<file path="src/rtl/debug_dump_sequencer.sv">
// Debug dump sequencer: after a debug request, reads the last PC, every register-bank entry
// and every data-memory word, and sends each 32-bit value LSB-first as four UART bytes.
module debug_dump_sequencer #(
   parameter int unsigned DWORD    = 32,
   parameter int unsigned BYTE     = 8,
   parameter int unsigned RB_ADDR  = 5,
   parameter int unsigned MEM_ADDR = 5
) (
   input  logic                i_clock,
   input  logic                i_reset,
   input  logic                i_start,
   input  logic [DWORD-1:0]    i_pc_value,
   input  logic [DWORD-1:0]    i_rb_data,
   input  logic [DWORD-1:0]    i_mem_data,
   input  logic                i_tx_done,
   output logic [RB_ADDR-1:0]  o_rb_addr,
   output logic                o_rb_enable,
   output logic                o_rb_read_enable,
   output logic [MEM_ADDR-1:0] o_mem_addr,
   output logic                o_mem_enable,
   output logic                o_mem_read_enable,
   output logic                o_mem_debug_unit,
   output logic [BYTE-1:0]     o_tx_data,
   output logic                o_tx_start,
   output logic                o_busy,
   output logic                o_done
);

   localparam int unsigned NumBytes = DWORD / BYTE;
   localparam int unsigned ByteCntW = (NumBytes > 1) ? $clog2(NumBytes) : 1;
   // One spare bit so the last-index compare never sees a wrapped counter.
   localparam int unsigned IdxW     = ((RB_ADDR > MEM_ADDR) ? RB_ADDR : MEM_ADDR) + 1;

   localparam logic [ByteCntW-1:0] LastByte = ByteCntW'(NumBytes - 1);
   localparam logic [IdxW-1:0]     RbLast   = IdxW'((1 << RB_ADDR) - 1);
   localparam logic [IdxW-1:0]     MemLast  = IdxW'((1 << MEM_ADDR) - 1);

   typedef enum logic [2:0] {
      StIdle, StLoad, StCapture, StSend, StWaitTx, StNext, StDone
   } state_e;

   typedef enum logic [1:0] {
      PhPc, PhRb, PhMem
   } phase_e;

   state_e                r_state, w_state_next;
   phase_e                r_phase, w_phase_next;
   logic [IdxW-1:0]       r_index, w_index_next;
   logic [ByteCntW-1:0]   r_byte_cnt, w_byte_cnt_next;
   logic [DWORD-1:0]      r_shift, w_shift_next;
   logic                  w_last_idx;
   logic                  w_load_cap;

   assign w_last_idx = (r_phase == PhPc) ||
                       ((r_phase == PhRb) && (r_index == RbLast)) ||
                       ((r_phase == PhMem) && (r_index == MemLast));
   assign w_load_cap = (r_state == StLoad) || (r_state == StCapture);

   // State and datapath registers; reset abandons any dump in progress.
   always_ff @(posedge i_clock or posedge i_reset) begin
      if (i_reset) begin
         r_state    <= StIdle;
         r_phase    <= PhPc;
         r_index    <= '0;
         r_byte_cnt <= '0;
         r_shift    <= '0;
      end else begin
         r_state    <= w_state_next;
         r_phase    <= w_phase_next;
         r_index    <= w_index_next;
         r_byte_cnt <= w_byte_cnt_next;
         r_shift    <= w_shift_next;
      end
   end

   // Next-state logic: walk PC, register bank, then data memory, four bytes per word.
   always_comb begin
      w_state_next    = r_state;
      w_phase_next    = r_phase;
      w_index_next    = r_index;
      w_byte_cnt_next = r_byte_cnt;
      w_shift_next    = r_shift;
      case (r_state)
         StIdle: begin
            if (i_start) begin
               w_state_next = StLoad;
               w_phase_next = PhPc;
               w_index_next = '0;
            end
         end
         StLoad:    w_state_next = StCapture;
         StCapture: begin
            unique case (r_phase)
               PhRb:    w_shift_next = i_rb_data;
               PhMem:   w_shift_next = i_mem_data;
               default: w_shift_next = i_pc_value;
            endcase
            w_byte_cnt_next = '0;
            w_state_next    = StSend;
         end
         StSend:    w_state_next = StWaitTx;
         StWaitTx: begin
            if (i_tx_done) begin
               w_shift_next    = r_shift >> BYTE;
               w_byte_cnt_next = r_byte_cnt + 1'b1;
               w_state_next    = (r_byte_cnt == LastByte) ? StNext : StSend;
            end
         end
         StNext: begin
            if (w_last_idx) begin
               w_index_next = '0;
               unique case (r_phase)
                  PhPc: begin
                     w_phase_next = PhRb;
                     w_state_next = StLoad;
                  end
                  PhRb: begin
                     w_phase_next = PhMem;
                     w_state_next = StLoad;
                  end
                  default: w_state_next = StDone;
               endcase
            end else begin
               w_index_next = r_index + 1'b1;
               w_state_next = StLoad;
            end
         end
         StDone:  w_state_next = StIdle;
         default: w_state_next = StIdle;
      endcase
   end

   // Outputs decoded from state; read ports are driven only across LOAD and CAPTURE.
   always_comb begin
      o_rb_addr         = '0;
      o_rb_enable       = 1'b0;
      o_rb_read_enable  = 1'b0;
      o_mem_addr        = '0;
      o_mem_enable      = 1'b0;
      o_mem_read_enable = 1'b0;
      o_tx_data         = '0;
      if (w_load_cap && (r_phase == PhRb)) begin
         o_rb_addr        = r_index[RB_ADDR-1:0];
         o_rb_enable      = 1'b1;
         o_rb_read_enable = 1'b1;
      end
      if (w_load_cap && (r_phase == PhMem)) begin
         o_mem_addr        = r_index[MEM_ADDR-1:0];
         o_mem_enable      = 1'b1;
         o_mem_read_enable = 1'b1;
      end
      if ((r_state == StSend) || (r_state == StWaitTx)) begin
         o_tx_data = r_shift[BYTE-1:0];
      end
      o_mem_debug_unit = (r_phase == PhMem) && (r_state != StIdle) && (r_state != StDone);
      o_tx_start       = (r_state == StSend);
      o_busy           = (r_state != StIdle);
      o_done           = (r_state == StDone);
   end

endmodule
</file>
<file path="config.mk">
export PLATFORM = sky130hd
export DESIGN_NAME = debug_dump_sequencer
export DESIGN_NICKNAME = d
export VERILOG_FILES = /design/src/rtl/debug_dump_sequencer.sv
export SDC_FILE = /design/constraint.sdc
export NUM_CORES = 1
export LEC_CHECK = 0
export ABC_CLOCK_PERIOD_IN_PS = 4600
export CAP_MARGIN = 20
export CORE_ASPECT_RATIO = 1.1
export CORE_UTILIZATION = 47
export CTS_BUF_LIST = sky130_fd_sc_hd__clkbuf_4
export DETAILED_ROUTE_END_ITERATION = 12
export PLACE_DENSITY = 0.94
export SLEW_MARGIN = 5
export SYNTH_ARGS = -nofsm -noshare
export SYNTH_HDL_FRONTEND = slang
export SYNTH_SLANG_ARGS = --single-unit
</file>
<file path="constraint.sdc">
create_clock -name i_clock -period 4.6 [get_ports i_clock]
set_input_delay 0.92 -clock i_clock [delete_from_list [all_inputs] [get_ports i_clock]]
set_output_delay 0.92 -clock i_clock [all_outputs]
set_load 0.005 [all_outputs]
</file>
### Word-level counts from Yosys, hierarchy flattened

Cells that the tools add are included.
W data, S select, Z words.

| storage, ports and cells | value |
|---|---|
| flip-flop bits (word level) | 45 |
| input bits | 100 |
| output and inout bits | 26 |
| logic and storage cells | 65 |

| operators by class | value |
|---|---|
| add/sub/neg operators | 2 |
| equal/unequal tests | 15 |
| muxes and demuxes | 23 |
| reductions and logical operators | 20 |

Operator list:

| kind | number |
|---|---|
| $pmux W32 S2 | 2 |
| $mux W32 | 1 |
| $pmux W3 S6 | 1 |
| $mux W3 | 5 |
| $mux W6 | 2 |
| $pmux W2 S2 | 3 |
| $pmux W6 S2 | 1 |
| $mux W5 | 2 |
| $eq A3 B3 Y1 const B | 3 |
| $mux W8 | 1 |
| $add A6 B1 Y6 const B | 1 |
| $eq A3 B2 Y1 const B | 2 |
| $eq A6 B5 Y1 const B | 1 |
| $logic_and A1 B1 Y1 | 6 |
| $mux W2 | 3 |
| $ne A2 B2 Y1 const B | 3 |
| $ne A3 B3 Y1 const B | 2 |
| $reduce_and A2 Y1 | 3 |
| $eq A2 B2 Y1 const B | 2 |
| $logic_or A1 B1 Y1 | 4 |
| $reduce_and A4 Y1 | 1 |
| $reduce_bool A2 Y1 | 2 |
| $eq A3 B1 Y1 const B | 1 |
| $logic_not A3 Y1 | 1 |
| other kinds (6) | 7 |

### Depth between registers and ports, before layout

Gate-level depths: netlist (run 1).

| logic depth | value |
|---|---|
| depth in word-level cells | 6 |
| gate-level depth with buffers | 8 |
| mapped depth without buffers | 6 |

### Least setup slack after synthesis (run 1)

Ideal clock, no wire load.

| timing path | value |
|---|---|
| kind | flip-flop to output port |
| from | register r_state[0] |
| to | output port o_rb_read_enable |
| arrival | 1.245 ns |
| required time | 3.680 ns |
| slack | 2.435 ns |
| cell stages (with the launch flop) | 7 |
| buffers on the path | 3 |
| cell sequence | dfrtp_1 buf_4 xnor2_1 nor2_1 buf_2 and2_1 buf_4 |

| on the way | value |
|---|---|
| word-level cells in the longest chain between the ends | 4 |
| elaborated cells between the ends (all ways) | 5 |
| those cells by class | eq/ne: 2; mux: 1; reduce/logical: 2 |

Ends and longest elaborated chain:

| element | line | RTL |
|---|---|---|
| from (decl) | 46 | `state_e r_state, w_state_next;` |
| from (signal assigned) | 62 | `r_state <= StIdle;` |
| from (signal assigned) | 68 | `r_state <= w_state_next;` |
| $eq A3 B1 Y1 or $eq A3 B2 Y1 (tied branches) | 57 | `assign w_load_cap = (r_state == StLoad) \|\| (r_state == StCapture);` |
| $logic_or A1 B1 Y1 (*) | 57 |  |
| $logic_and A1 B1 Y1 (*) | 142 | `if (w_load_cap && (r_phase == PhRb)) begin` |
| $mux W1 (*) | - |  |
| to (decl) | 18 | `output logic o_rb_read_enable,` |

Every way passes the cells marked *; elsewhere a longest branch is shown, timed or not.

### Worst setup path after layout (run 1)

| timing path | value |
|---|---|
| from | register r_state[2] |
| to | output port o_tx_data[2] |

| on the way | value |
|---|---|
| word-level cells in the longest chain between the ends | 3 |
| elaborated cells between the ends (all ways) | 4 |
| those cells by class | eq/ne: 2; mux: 1; reduce/logical: 1 |

Ends and longest elaborated chain:

| element | line | RTL |
|---|---|---|
| $eq A3 B2 Y1 or $eq A3 B3 Y1 (tied branches) | 152 | `if ((r_state == StSend) \|\| (r_state == StWaitTx)) begin` |
| $logic_or A1 B1 Y1 (*) | 152 |  |
| $mux W8 (*) | 152 |  |
| to (decl) | 23 | `output logic [BYTE-1:0] o_tx_data,` |

Marked as above.

==> metrics.csv, run 1 <==
metric,value,unit
cp_slowest_cell,dfrtp_1,
die_width,77.3,um
dieArea,6550,um^2
hold_class,reg2reg,
finalPower,2.45,mW
detail_route.iter0.violations,207,
fin_ws,1090,ps
avgSynthCellArea,8.16,um^2
wl_met2,4400,um
diodes,0,
fin_nets,566,
dp.cells,531,
instances_no_fill,539,
root_buffer,clkbuf_4,
synthCells,359,
final_common_cell,clkdlybuf4s50_1,
rsz0062_at_grt,no,
ys.warnings.count,0,
finalCritPeriodShare,76.2,%
drive_above_1_share,5.19,%
dp_worst_setup_slack,1470,ps
numCtsBuffers,5,
vias,3082,
cts_setup_buffers,0,
ctsHoldBuffers,0,
area_growth,44.2,%
ioPinCount,126,
clk_latency,360,ps
cts.htree.levels,2,
cp.required,3680,ps
endpoint_kind,output pin,
synth.ff_latch_count,45,
rows,29,
initial_core_util,49.8,%
p_leak,1.67,nW
crit_type,reg2out,
grt_max_degree,50,
synth.cell_area,2930,um^2
tritoncts,done,
drt-met1-wl,3690,um
clkSlewWorstSetupHoldPaths,140,ps
globalplace.congestion,0.984,
critPathMaxStageDelay,600,ps
grt_pass1_wl,14300,um
drv_slew,0,
cp-start-kind,register,
drcViolationCount,0,
io_buffers,125,
ctsResizeCount,0,
critPathMaxFanout,35,
path_buf_inv,2,
ys_types,41,
synth_nets,464,
finalClockSkew,11.4,ps
vias_per_cell,5.72,
worst_ep_arrival_time,2590,ps
fin_hold_ws,511,ps
chipHeight,84.8,um
wl_met3,673,um
clock_path_buffers,2,
maxCapViolCount,0,
status,finished clean,
grt_pass1_vias,3065,
finalCriticalPeriod,3510,ps
finalSetupViolCount,0,
setup_tns,0,ps
final_hold_viol_count,0,
antenna_found_initial,0,
peakVddDrop,0.734,mV
gr-total-overflow,0,
fmax,285,MHz
worstPathCellList,nor3b_4 > buf_4 > nand2b_1 > and2_1 > clkdlybuf4s50_1,
p_per_area,581,nW/um^2
synth.yosys.seq_area_share,38.5,%
layout_common_cells,"clkdlybuf4s50_1 (125), dfrtp_1 (45), a22oi_1 (40)",
core_area,5880,um^2
relSlewSlack,38.6,%
crit_family,buffers and inverters,
routed_wl,8860,um
worstMarginPinSlew,919,ps
drt_first_pass_iters,4,
routed.top_layer,met4,
ant_nets,0,
hpwlAfterDp,6440,um
grtUsageTotal,27.6,%
cts.sinks,45,
wire_per_inst,16.4,um
## tightest hold or removal path, stage by stage, from the launching register on
cell and delay (ps):
dfrtp_1 370, nand2_1 50, o21ai_1 60
## kinds of logic (layout without fill, tap and decap cells)
group	count (synthesis)	after routing	synth area share [%]
DFF	45	45	38.5
buffers and inverters	42	145	6.75
adders and majority gates	5	5	2.14
muxes	1	1	0.385
xor gates and xnor gates	1	1	0.299
AOI/OAI and AO/OA	146	146	31.2
and+or+nand+nor	119	119	20.8
## metal layers
metal | global-route usage [%] | vias to the layer above
met4 | 9.26 | 0
met3 | 5.11 | 9
met5 | 0 | -
met1 | 34.4 | 1454
met2 | 47.8 | 124
li1 | - | 1495
## power breakdown
| part | internal (mW) | switching (mW) | total, mW | leakage, nW |
|---|---|---|---|---|
| clock | 0.119 | 0.127 | 0.246 | 0.0433 |
| sequential | 0.568 | 0.140 | 0.708 | 0.551 |
| combinational | 0.639 | 0.861 | 1.50 | 1.08 |
## cell type report
type / instances / area [um^2]
clock inverter: 2 / 33.8
tap: 77 / 96.3
clock buffer: 6 / 45.0
multi-input combinational: 272 / 1610
timing repair buffer: 130 / 1290
inverter: 7 / 26.3
sequential: 45 / 1130
fill: 441 / 1660
## per-stage QoR
stage	util (%)	instance area, um^2
after floorplan	-	2930
after CTS	71.8	4220
after detailed placement	70.5	4140
after global routing	71.8	4220
after global placement	70.5	4140
final	71.8	4220
## flip-flops by register name (all words and copies together) (netlist names)
| register | flops |
|---|---|
| r_phase | 2 |
| r_state | 3 |
| r_shift | 32 |
| r_index | 6 |
| r_byte_cnt | 2 |
## path summary, 6_finish.rpt
kind	slack, ps	startpoint	cells past startpoint	endpoint
max in group asynchronous	2960	i_reset	2	r_shift[22]
min in group asynchronous	1060	i_reset	2	r_shift[13]
hold / removal	510	r_shift[27]	2	r_shift[27]
hold reg to reg	510	r_shift[27]	2	r_shift[27]
setup / recovery	1090	r_state[2]	5	o_tx_data[2]
setup reg to reg	2120	r_phase[0]	7	r_index[3]
## Yosys cell counts
| cell type | count | area, um^2 |
|---|---|---|
| and3_1 | 10 | 62.6 |
| o211ai_1 | 2 | 15.0 |
| a22oi_1 | 40 | 300 |
| nor3_1 | 2 | 10.0 |
| and4bb_4 | 1 | 16.3 |
| nor2_1 | 36 | 135 |
| and2_1 | 11 | 68.8 |
| a31oi_1 | 1 | 6.26 |
| and4b_1 | 1 | 10.0 |
| nand2_1 | 36 | 135 |
| nand4_1 | 1 | 6.26 |
| o31ai_4 | 1 | 21.3 |
| a21oi_1 | 36 | 180 |
| dfrtp_1 | 45 | 1130 |
| nand2_2 | 1 | 6.26 |
| clkbuf_1 | 13 | 48.8 |
| nand2b_1 | 2 | 12.5 |
| or2_1 | 1 | 6.26 |
| a211oi_1 | 16 | 120 |
| inv_1 | 7 | 26.3 |
| or3_1 | 1 | 6.26 |
| a22o_1 | 1 | 8.76 |
| o21ai_0 | 21 | 105 |
| buf_4 | 5 | 37.5 |
| a21oi_2 | 2 | 17.5 |
| a21o_1 | 2 | 15.0 |
| ha_1 | 5 | 62.6 |
| nor3_2 | 3 | 30.0 |
| nand4b_1 | 1 | 8.76 |
| xnor2_1 | 1 | 8.76 |
| and3b_1 | 1 | 8.76 |
| buf_2 | 17 | 85.1 |
| nor3b_4 | 1 | 18.8 |
| mux2_2 | 1 | 11.3 |
| nor3b_1 | 1 | 7.51 |
| nand3b_1 | 2 | 15.0 |
| nor2b_1 | 2 | 12.5 |
| nand3_1 | 4 | 20.0 |
| nand4bb_1 | 1 | 11.3 |
| o21ai_1 | 23 | 115 |
| a211o_1 | 1 | 8.76 |
No activity file was read; power rests on OpenSTA's default activity.
==> inputs of run 2 (changes only) <==
Settings changed: ABC_CLOCK_PERIOD_IN_PS 4600 to 3300, CORE_UTILIZATION 47 to 44, PLACE_DENSITY 0.94 to 0.89.
Clock period 4.6 ns to 3.3 ns, I/O delays scaled along.
==> run 2 against run 1 <==
First-iteration DRC count shrank 34%. Routed wire length shrank 7.9%. Sequential share of layout area grew 0.16 points. Critical path depth is the same. Core utilization shrank 5.3 points. Register-to-register slack lost 1100 ps. Power grew 32%. Critical path type unchanged. Critical endpoint is now o_tx_data[7]. Largest cell class unchanged.
==> metrics.csv, run 2 (synthesis gave the netlist of run 1 again) <==
metric,value,unit
cts.sinks,45,
worstPathCellList,nor2b_1 > nand2_1 > nand2b_1 > and2_1 > clkdlybuf4s50_1,
multi_input_area,1610,um^2
vias_per_cell,5.62,
crit_type,reg2out,
grtUsageTotal,23.4,%
crit_family,simple AND/OR/NAND/NOR gates,
cts.htree.levels,2,
hold_class,reg2reg,
regMostFlops,r_shift,
drcViolationCount,0,
root_buffer,clkbuf_4,
fin_nets,567,
worst_ep_arrival_time,2360,ps
ioPinCount,126,
path_depth,5,
grt_pass1_vias,2839,
min_to,r_shift[26],
grt_pass1_wl,12800,um
whs_path_depth,2,
fillers,529,
chipHeight,87.6,um
tritoncts,done,
endpoint_kind,output pin,
finalSetupViolCount,0,
instances_no_fill,541,
area_growth,43.4,%
worstMarginPinSlew,894,ps
cp.required,2640,ps
vias,3042,
layout_common_cells,"clkdlybuf4s50_1 (125), dfrtp_1 (45), a22oi_1 (40)",
core_area,6310,um^2
post_dp_cell_area,4160,um^2
diodes,0,
relSlewSlack,40.3,%
regArea,1130,um^2
ctsHoldBuffers,0,
largest_register_ffs,32,
cp_slowest_cell,dfrtp_1,
io_buffers,125,
clk_latency,330,ps
clock_path_buffers,2,
initial_core_util,46.4,%
dp_worst_setup_slack,628,ps
rows,30,
drt_first_pass_iters,5,
hpwlAfterDp,6200,um
peakVddDrop,0.693,mV
die_width,79.8,um
hp-start,r_shift[26],
finalClockSkew,7.41,ps
rsz0062_at_grt,no,
reg2reg_depth,7,
critPathMaxFanout,14,
final_util,66.6,%
clkSlewWorstSetupHoldPaths,120,ps
drive_above_1_share,5.21,%
r2r-start,r_phase[1],
p_per_area,772,nW/um^2
dieArea,6980,um^2
antenna_found_initial,0,
path_buf_inv,1,
wire_per_inst,15.1,um
r2r_slack,1050,ps
maxCapViolCount,0,
status,finished clean,
p_leak,1.66,nW
setup_tns,0,ps
dp.cells,535,
r2r_end,r_index[3],
grt_max_degree,47,
finalPower,3.24,mW
cts_setup_buffers,0,
drv_slew,0,
postLayoutCellArea,4200,um^2
fmax,331,MHz
fin_ws,278,ps
top_regs,"r_shift (32), r_index (6), r_state (3)",
detail_route.iter0.violations,137,
globalplace.congestion,0.894,
fin_hold_ws,498,ps
final_hold_viol_count,0,
ctsResizeCount,0,
ant_nets,0,
critPathMaxStageDelay,640,ps
finalCriticalPeriod,3020,ps
gr-total-overflow,0,
routed_wl,8150,um
numCtsBuffers,5,
final_common_cell,clkdlybuf4s50_1,
cp-start-kind,register,
finalCritPeriodShare,91.6,%
==> run 2: cell count changes in the layout (fill, tap and decap cells not counted) <==
| cell | change |
|---|---|
| clkbuf_4 | -1 |
| clkinv_2 | +1 |
| bufinv_16 | -1 |
| buf_4 | +1 |
| clkinv_1 | -1 |
==> run 2: where the power goes <==
| group | switching [mW] | leakage (nW) | internal (mW) |
|---|---|---|---|
| registers | 0.189 | 0.551 | 0.792 |
| logic | 1.14 | 1.08 | 0.893 |
| clock network | 0.152 | 0.0269 | 0.0742 |
==> run 2: how the worst max path moves through the flow <==
stage	from	endpoint	slack, ps
after floorplan	r_state[0]	o_rb_read_enable	1400
after global placement	r_state[0]	o_tx_data[2]	760
after detailed placement	r_state[0]	o_tx_data[7]	630
after CTS	r_state[0]	o_tx_data[7]	240
after global routing	r_state[0]	o_tx_data[7]	140
final	r_state[0]	o_tx_data[7]	280
==> run 2: cell type report <==
type	instances	share of cell area, %
multi-input combinational	272	38.3
timing repair buffer	131	30.9
sequential	45	26.8
tap	80	2.38
clock buffer	5	0.894
inverter	7	0.626
clock inverter	1	0.119
==> run 2: worst min-delay path, stage by stage, from the launching register on <==
cell and delay (ps):
dfrtp_1 360, nand2_1 50, o21ai_1 60
==> run 2: layer usage <==
layer	GRT usage, %	vias up	routed length (um)	share of wire (%)
met1	28.6	1413	3300	41
met2	42.6	117	4100	50
met3	3.65	10	624	7.7
met4	6.82	0	125	1.5
met5	0	-	0	0
li1	-	1502	-	-
==> inputs of run 3 (changes only) <==
Settings changed: ABC_CLOCK_PERIOD_IN_PS 3300 to 2600, CAP_MARGIN 20 to not set, CORE_UTILIZATION 44 to 40, GPL_TIMING_DRIVEN set to 1, PLACE_DENSITY 0.89 to 0.85.
Clock period 3.3 ns to 2.6 ns, I/O delays scaled along.
==> run 3 against run 2 <==
Clock skew increased by 10 ps. Sequential cell count unchanged. Non-clock buffer count increased by 8. Power increased by 34%. First-iteration DRC count increased by 23%. Hold slack improved by 4.9 ps. Clock-buffer cell count unchanged. Die area increased by 9.8%. Sequential power increased by 25%. Combinational power increased by 35%. Register-to-register slack got worse by 640 ps. Cell area increased by 2.7%. Largest cell class unchanged. Highest routed layer unchanged.
==> metrics.csv, run 3 (synthesis gave the netlist of run 1 again) <==
metric,value,unit
crit_path_start,r_phase[0],
hold_class,in2async,
fin_hold_ws,503,ps
finalCriticalPeriod,2480,ps
tritoncts,done,
dp_worst_setup_slack,108,ps
wire_per_inst,15.2,um
ctsHoldBuffers,0,
ant_nets,0,
fmax,403,MHz
switching_share,46.3,%
vias_per_cell,5.51,
fin_nets,575,
rsz0062_at_grt,no,
numCtsBuffers,5,
peakVddDrop,0.556,mV
gr-total-overflow,0,
largest_register_ffs,32,
finalClockSkew,17.6,ps
vias,3065,
initial_core_util,41.5,%
final_common_cell,clkdlybuf4s50_1,
rows,32,
hpwlAfterDp,6170,um
r2r_end,r_index[3],
wl_met2,4070,um
die_width,83.6,um
maxCapViolCount,0,
final_util,61.2,%
clock_path_buffers,2,
r2r-start,r_phase[1],
instances_no_fill,556,
p_sw,2.01,mW
fin_ws,117,ps
drcViolationCount,0,
cts.sinks,45,
worstMarginPinSlew,587,ps
seq_power_share,28.2,%
area_growth,47.2,%
globalplace.congestion,0.929,
layout_common_cells,"clkdlybuf4s50_1 (125), dfrtp_1 (42), a22oi_1 (40), a21oi_1 (36)",
reg2reg_depth,7,
routed.top_layer,met4,
p_leak,1.70,nW
antenna_found_initial,0,
p_per_area,1010,nW/um^2
regMostFlops,r_shift,
grt_pass1_vias,2943,
relSlewSlack,60.9,%
wl_met3,547,um
critPathMaxFanout,10,
p_comb_share,63.4,%
dieArea,7670,um^2
grt_max_degree,39,
chipHeight,91.7,um
diodes,0,
setup_tns,0,ps
top_regs,"r_shift (32), r_index (6), r_state (3)",
worst_ep_arrival_time,1960,ps
p_clk_share,8.4,%
routed_wl,8470,um
final_hold_viol_count,0,
clk_latency,370,ps
regArea,1130,um^2
core_area,7050,um^2
drv_slew,0,
ioPinCount,126,
drive_above_1_share,8.92,%
status,finished clean,
fillers,610,
crit_type,reg2out,
multi_input_area,1630,um^2
endpoint_kind,output pin,
r2r_slack,410,ps
finalSetupViolCount,0,
cp-start-kind,register,
finalCritPeriodShare,95.5,%
grt_pass1_wl,14100,um
detail_route.iter0.violations,168,
root_buffer,clkbuf_4,
dp.cells,542,
cp.required,2080,ps
p_int,2.33,mW
io_buffers,125,
drt-met1-wl,3770,um
clkSlewWorstSetupHoldPaths,150,ps
cts.htree.levels,2,
grtUsageTotal,22.6,%
drt_first_pass_iters,5,
==> run 3: worst max path at each step <==
stage | endpoint | slack (ps)
after CTS | o_mem_debug_unit | 10
after floorplan | o_rb_read_enable | 840
final | o_mem_debug_unit | 120
after global placement | o_tx_data[2] | 200
after detailed placement | o_tx_data[0] | 110
after global routing | o_rb_enable | 3
==> run 3: layout make-up <==
| type | count | share of cell area [%] |
|---|---|---|
| Timing Repair Buffer | 139 | 31.5 |
| Clock buffer | 5 | 0.871 |
| Clock inverter | 3 | 0.581 |
| Inverter | 7 | 0.610 |
| Multi-Input combinational cell | 272 | 37.8 |
| Tap cell | 85 | 2.47 |
| Sequential cell | 45 | 26.2 |
==> run 3: metal layers <==
metal  track usage [%]  up-vias
met4              7.06        0
met2              37.2      111
met3              4.95        4
met5                 0        -
li1                  -     1518
met1              29.8     1432
==> run 3: repair_timing <==
action | CTS | global route
endpoints found under the hold margin | 0 | 0
setup buffers | 3 | 3
endpoints found under the setup margin | 22 | 23
resized for setup | 5 | 5
pin swaps | 1 | 0
==> run 3: worst max-delay path, cell delays in order (launching register included) <==
cell	delay (ps)
dfrtp_1	430
inv_1	100
ha_2	290
nor3b_1	250
clkdlybuf4s50_1	540
==> run 3: through the flow <==
| stage | power, mW | area (um^2) |
|---|---|---|
| 2_1_floorplan | 3.10 | 2930 |
| 3_3_place_gp | 3.75 | 4180 |
| 3_5_place_dp | 3.86 | 4180 |
| 4_1_cts | 4.28 | 4270 |
| 5_1_grt | 4.79 | 4310 |
| 6_report | 4.34 | 4310 |
==> run 3: power by group through the flow <==
stage                     combinational (mW)  sequential [mW]  clock [mW]
after global placement                  2.51             1.24           0
after global routing                    3.11             1.27       0.403
final                                   2.75             1.23       0.365
after floorplan                         1.95             1.15           0
after CTS                               2.67             1.23       0.372
after detailed placement                2.59             1.26           0
